## config.mk

```make
export PLATFORM = sky130hd
export DESIGN_NAME = pipeline_hazard_ctrl
export DESIGN_NICKNAME = d
export VERILOG_FILES = /design/src/rtl/pipeline_hazard_ctrl.sv
export SDC_FILE = /design/constraint.sdc
export NUM_CORES = 1
export LEC_CHECK = 0
export ABC_AREA = 0
export ABC_CLOCK_PERIOD_IN_PS = 2450
export CORE_UTILIZATION = 45
export DETAILED_ROUTE_END_ITERATION = 8
export PLACE_DENSITY_LB_ADDON = 0.12
export SYNTH_ARGS = -nofsm -noshare
export SYNTH_HDL_FRONTEND = slang
export SYNTH_SLANG_ARGS = --single-unit
```

## constraint.sdc

```tcl
create_clock -name clk -period 2.45 [get_ports clk]
set_input_delay 0.245 -clock clk [delete_from_list [all_inputs] [get_ports clk]]
set_output_delay 0.245 -clock clk [all_outputs]
set_load 0.03 [all_outputs]
```

## src/rtl/pipeline_hazard_ctrl.sv

```systemverilog
// pipeline_hazard_ctrl
//   Stall/flush sequencer for the 5-stage pipeline. It drives the PC and
//   pipeline-register enables and flushes. Three hazard sources are resolved,
//   highest priority first:
//     1. a data-memory access that is not yet ready (freeze),
//     2. a taken branch resolved in EX (flush the two younger stages),
//     3. a load-use dependency (insert one bubble into EX).
//   A bounded memory-wait FSM latches a sticky error if memory never answers.
//   A saturating counter records every cycle in which the PC is held.
//
// Ports
//   clk, reset               clock (rising edge), async active-high reset
//   ifid_rs_i/ifid_rt_i      source fields of the IF/ID instruction
//   ifid_uses_rt_i           IF/ID instruction reads rt
//   idex_mem_rd_i/idex_rt_i  ID/EX load and its destination register
//   ex_branch_taken_i        branch/jump resolved taken in EX this cycle
//   exmem_mem_rd_i/_wr_i     EX/MEM instruction accesses data memory
//   dmem_ready_i             data memory completes the access this cycle
//   dmem_req_o               data memory request
//   pc_en_o, *_en_o          PC and pipeline-register enables
//   *_flush_o                load a bubble instead of the stage input
//   mem_err_o                sticky memory timeout flag
//   stall_cycles_o           saturating count of cycles with pc_en_o=0
module pipeline_hazard_ctrl #(
  parameter int WAIT_LIMIT = 16,
  parameter int CNT_W      = 16
) (
  input  logic             clk,
  input  logic             reset,
  input  logic [4:0]       ifid_rs_i,
  input  logic [4:0]       ifid_rt_i,
  input  logic             ifid_uses_rt_i,
  input  logic             idex_mem_rd_i,
  input  logic [4:0]       idex_rt_i,
  input  logic             ex_branch_taken_i,
  input  logic             exmem_mem_rd_i,
  input  logic             exmem_mem_wr_i,
  input  logic             dmem_ready_i,
  output logic             dmem_req_o,
  output logic             pc_en_o,
  output logic             if_id_en_o,
  output logic             id_ex_en_o,
  output logic             ex_mem_en_o,
  output logic             mem_wb_en_o,
  output logic             if_id_flush_o,
  output logic             id_ex_flush_o,
  output logic             mem_wb_flush_o,
  output logic             mem_err_o,
  output logic [CNT_W-1:0] stall_cycles_o
);

  localparam int WW = $clog2(WAIT_LIMIT);

  typedef enum logic [1:0] {RUN, MEM_WAIT, ERROR} state_t;

  state_t           state_q, state_d;
  logic [WW-1:0]    wait_q, wait_d;
  logic             err_q, err_d;
  logic [CNT_W-1:0] stall_q, stall_d;

  logic mem_acc, load_use, freeze, advance, req;

  assign mem_acc  = exmem_mem_rd_i | exmem_mem_wr_i;
  // r0 is hardwired zero, so a load "into" r0 never creates a dependency.
  assign load_use = idex_mem_rd_i && (idex_rt_i != 5'd0) &&
                    ((idex_rt_i == ifid_rs_i) ||
                     (ifid_uses_rt_i && (idex_rt_i == ifid_rt_i)));

  // Next state: decide whether the pipeline freezes or advances this cycle.
  always_comb begin
    state_d = state_q;
    wait_d  = wait_q;
    err_d   = err_q;
    freeze  = 1'b0;
    advance = 1'b0;
    req     = 1'b0;
    case (state_q)
      RUN: begin
        req = mem_acc;
        if (mem_acc && !dmem_ready_i) begin
          freeze  = 1'b1;
          state_d = MEM_WAIT;
          wait_d  = '0;
        end else begin
          advance = 1'b1;
        end
      end
      MEM_WAIT: begin
        req = 1'b1;
        if (dmem_ready_i) begin
          advance = 1'b1;
          state_d = RUN;
        end else begin
          freeze = 1'b1;
          if (wait_q == WW'(WAIT_LIMIT - 1)) begin
            state_d = ERROR;
            err_d   = 1'b1;
          end else begin
            wait_d = wait_q + 1'b1;
          end
        end
      end
      ERROR:   ;
      default: state_d = RUN;
    endcase
  end

  // Enables and flushes. During a freeze only MEM/WB clocks, and it clocks a
  // bubble so the instruction in WB does not write back twice.
  always_comb begin
    dmem_req_o     = 1'b0;
    pc_en_o        = 1'b0;
    if_id_en_o     = 1'b0;
    id_ex_en_o     = 1'b0;
    ex_mem_en_o    = 1'b0;
    mem_wb_en_o    = 1'b0;
    if_id_flush_o  = 1'b0;
    id_ex_flush_o  = 1'b0;
    mem_wb_flush_o = 1'b0;
    if (!reset) begin
      dmem_req_o = req;
      if (freeze) begin
        mem_wb_en_o    = 1'b1;
        mem_wb_flush_o = 1'b1;
      end else if (advance) begin
        pc_en_o     = 1'b1;
        if_id_en_o  = 1'b1;
        id_ex_en_o  = 1'b1;
        ex_mem_en_o = 1'b1;
        mem_wb_en_o = 1'b1;
        // A taken branch squashes the load consumer, so its hazard is moot.
        if (ex_branch_taken_i) begin
          if_id_flush_o = 1'b1;
          id_ex_flush_o = 1'b1;
        end else if (load_use) begin
          pc_en_o       = 1'b0;
          if_id_en_o    = 1'b0;
          id_ex_flush_o = 1'b1;
        end
      end
    end
  end

  always_comb begin
    stall_d = stall_q;
    if (!pc_en_o && (stall_q != '1)) stall_d = stall_q + 1'b1;
  end

  always_ff @(posedge clk or posedge reset) begin
    if (reset) begin
      state_q <= RUN;
      wait_q  <= '0;
      err_q   <= 1'b0;
      stall_q <= '0;
    end else begin
      state_q <= state_d;
      wait_q  <= wait_d;
      err_q   <= err_d;
      stall_q <= stall_d;
    end
  end

  assign mem_err_o      = err_q;
  assign stall_cycles_o = stall_q;

endmodule

```

==> flow_summary.ini <==
[synthesis]
synth_top_area_share_pct = 40.46
synthCells = 134
synthFlopType = dfrtp_1
ys_types = 36
synth.area.top_cells = dfrtp_1 (40%), xor2_1 (9.2%), xnor2_1 (6.2%), nor3_2 (5.6%), nand3_1 (2.8%)
synth_nets = 159
synth.avg_cell_area_um2 = 10.62
synth_seq_area_share_pct = 40.46
synth_warnings = 0
netlist_area_mm2 = 0.001423
synthArstFlopShare_pct = 100.0
synth_edf_count = 0
ys_top_cells_by_count = dfrtp_1 (23), xor2_1 (15), xnor2_1 (10)
ys_ff_latch = 23
synthMostInstantiatedCell = dfrtp_1
synth_top_cell_by_area = dfrtp_1

[die]
num_rows = 20
start_util_pct = 46.98
die_h_um = 58.23
die_w_um = 58.23
design.portCount = 49
die_area_mm2 = 0.003390
core_region_area_mm2 = 0.003028

[sta]
finalSetupViolations = 0
report.final.hold_viol_count = 0
tightest_slew_ps = 717.4
fin_skew_ps = 2.985
fin_crit_sh_pct = 92.92
whs_ps = 328.8
fmax_ghz = 0.4392
finalCriticalPeriod_ps = 2277
rsz0062_at_grt = no
relSlewSlack_pct = 52.17
slew_viol_final = 0
tns_ps = 0

[worst_setup_path]
cp_slowest_cell = o31ai_4
critPathKind = primary input to primary output
worstPathMaxFanout = 14
cp_cell_sequence = clkdlybuf4s50_1 > xor2_1 > nor3_2 > o31ai_4 > buf_4
worst_setup_path_end_kind = primary output
cp_data_required_time_ps = 2200
cpLargestDelayFamily = buffers and inverters
critPathMaxStageDelay_ps = 660
cp_num_cells = 5
setup.worst_path.start_class = primary input
crit_buf_inv = 2
arrival_ps = 2030
r2r.worst_path.cells = 5

[placement]
dp_cells = 226
io_buffers = 48
place_hpwl_um = 2320
gp_congestion = 0.7761

[global_routing]
grt_pass1_wl_um = 4836
grt-ovfl-total = 0
grt_use_total_pct = 18.39
grt_pass1_vias = 1138
grt_max_degree = 24
grt_antenna_before_repair = 0

[drt]
drt_wl_total_um = 3011
detail_route.wl_per_cell_um = 13.09
antenna_left = 0
first_pass_iters = 4
via_per_inst = 5.091
vias = 1171
route.detailed.drc = 0
dr.first_iter.drc_count = 26

[worst_hold_path]
hp-class = primary input to async pin

[clocking]
clk_pin_slew_ps = 140
cts_setup_buffers = 0
clock_path_buffers = 2
root_buffer = clkbuf_4
ctsHtreeMaxLevel = 1
cts_resized = 0
cts_tree = done
holdBufCountCts = 0
cts_buffers = 3
clkLatencyLatePin_ps = 320
cts_sinks = 23

[cells_and_area]
layout.area.seq_um2 = 575.6
final_nets = 212
insertedDiodeCount = 0
area_delta_synth_final_pct = 38.26
multiInputGateArea_um2 = 767.0
final_cells = 230
drive_gt1_share_pct = 18.82
nFillCells = 236

[power_and_ir_drop]
powerDensity_mw_per_mm2 = 805.8
p_leak_nw = 0.8034
ir_drop_uv = 316.6

[job]
maxCapViolCount = 0

[outcome]
status = completed
==> logic make-up after synthesis <==
group | share of synthesized area, %
XOR/XNOR | 15.39
buffers and inverters | 5.629
multiplexers | 1.055
AND/OR/NAND/NOR | 28.23
flip-flops | 40.46
AO/OA/AOI/OAI | 7.476
adder cells (fa/ha/maj) | 1.759
==> per-stage QoR <==
step	util, %	total power, mW	instance area (um2)	worst slack, ps
2_1_floorplan	-	1.090	1423	237.2
3_3_place_gp	63.88	1.391	1934	114.0
3_5_place_dp	63.88	1.406	1934	58.35
4_1_cts	64.88	1.602	1964	104.6
5_1_grt	64.96	1.671	1967	44.12
6_report	64.96	1.585	1967	173.4
==> report_power, final <==
part	switching [mW]	internal, mW	leakage [nW]
logic	0.414	0.354	0.508
registers	0.137	0.489	0.282
clock network	0.129	0.0623	0.0139
total	0.679	0.906	0.803
==> worst reg2reg max path: stages, from the launching register on <==
cell     delay (ps)
dfrtp_1         430
nor3_4          250
o21ai_2         120
o31ai_4         600
or2_4           250
mux2_4          290
==> final cells by class <==
type                            count  share of cell area [%]
Inverter                            7                   1.336
Multi-Input combinational cell     99                   38.99
Sequential cell                    23                   29.26
Tap cell                           44                   2.799
Clock buffer                        3                   1.145
Clock inverter                      1                  0.3817
Timing Repair Buffer               53                   26.08
==> flip-flops by register name, indices dropped and copies added, names as in the netlist <==
name,cells
mem_err_o,1
stall_cycles_o,16
wait_q,4
state_q,2
==> placed cells by master, fill, tap and decap left out, types with 3 or more instances in the layout <==
cell and count:
o21ai_2 3, dfrtp_1 23, nand2_1 8, nor3_2 8, clkdlybuf4s50_1 44, nand2b_1 3, clkbuf_4 3, nor4_2 3
nor4_1 3, xor2_1 15, buf_4 8, nand3_1 8, nor2_1 5, inv_1 7, xnor2_1 10, nand4_1 3
o21ai_0 7
==> routing by layer <==
| metal | global-route usage [%] | part of all wire (%) |
|---|---|---|
| met1 | 21.92 | 44 |
| met2 | 33.17 | 53 |
| met3 | 3.125 | 2.1 |
| met4 | 6.463 | 0.63 |
| met5 | 0 | 0 |
==> path summary, 6_finish.rpt <==
check	from	endpoint	slack [ps]
worst max-delay path	idex_rt_i[0]	if_id_en_o	170
worst min register to register	mem_err_o$_DFFE_PP0P_	mem_err_o$_DFFE_PP0P_	490
min in group clk	mem_err_o$_DFFE_PP0P_	mem_err_o$_DFFE_PP0P_	490
worst min-delay path	reset	mem_err_o$_DFFE_PP0P_	330
max in group asynchronous	reset	stall_cycles_o[2]$_DFFE_PP0P_	1890
worst max register to register	state_q[0]$_DFFE_PP0P_	stall_cycles_o[1]$_DFFE_PP0P_	410
Power figures use the tool's default switching activity.
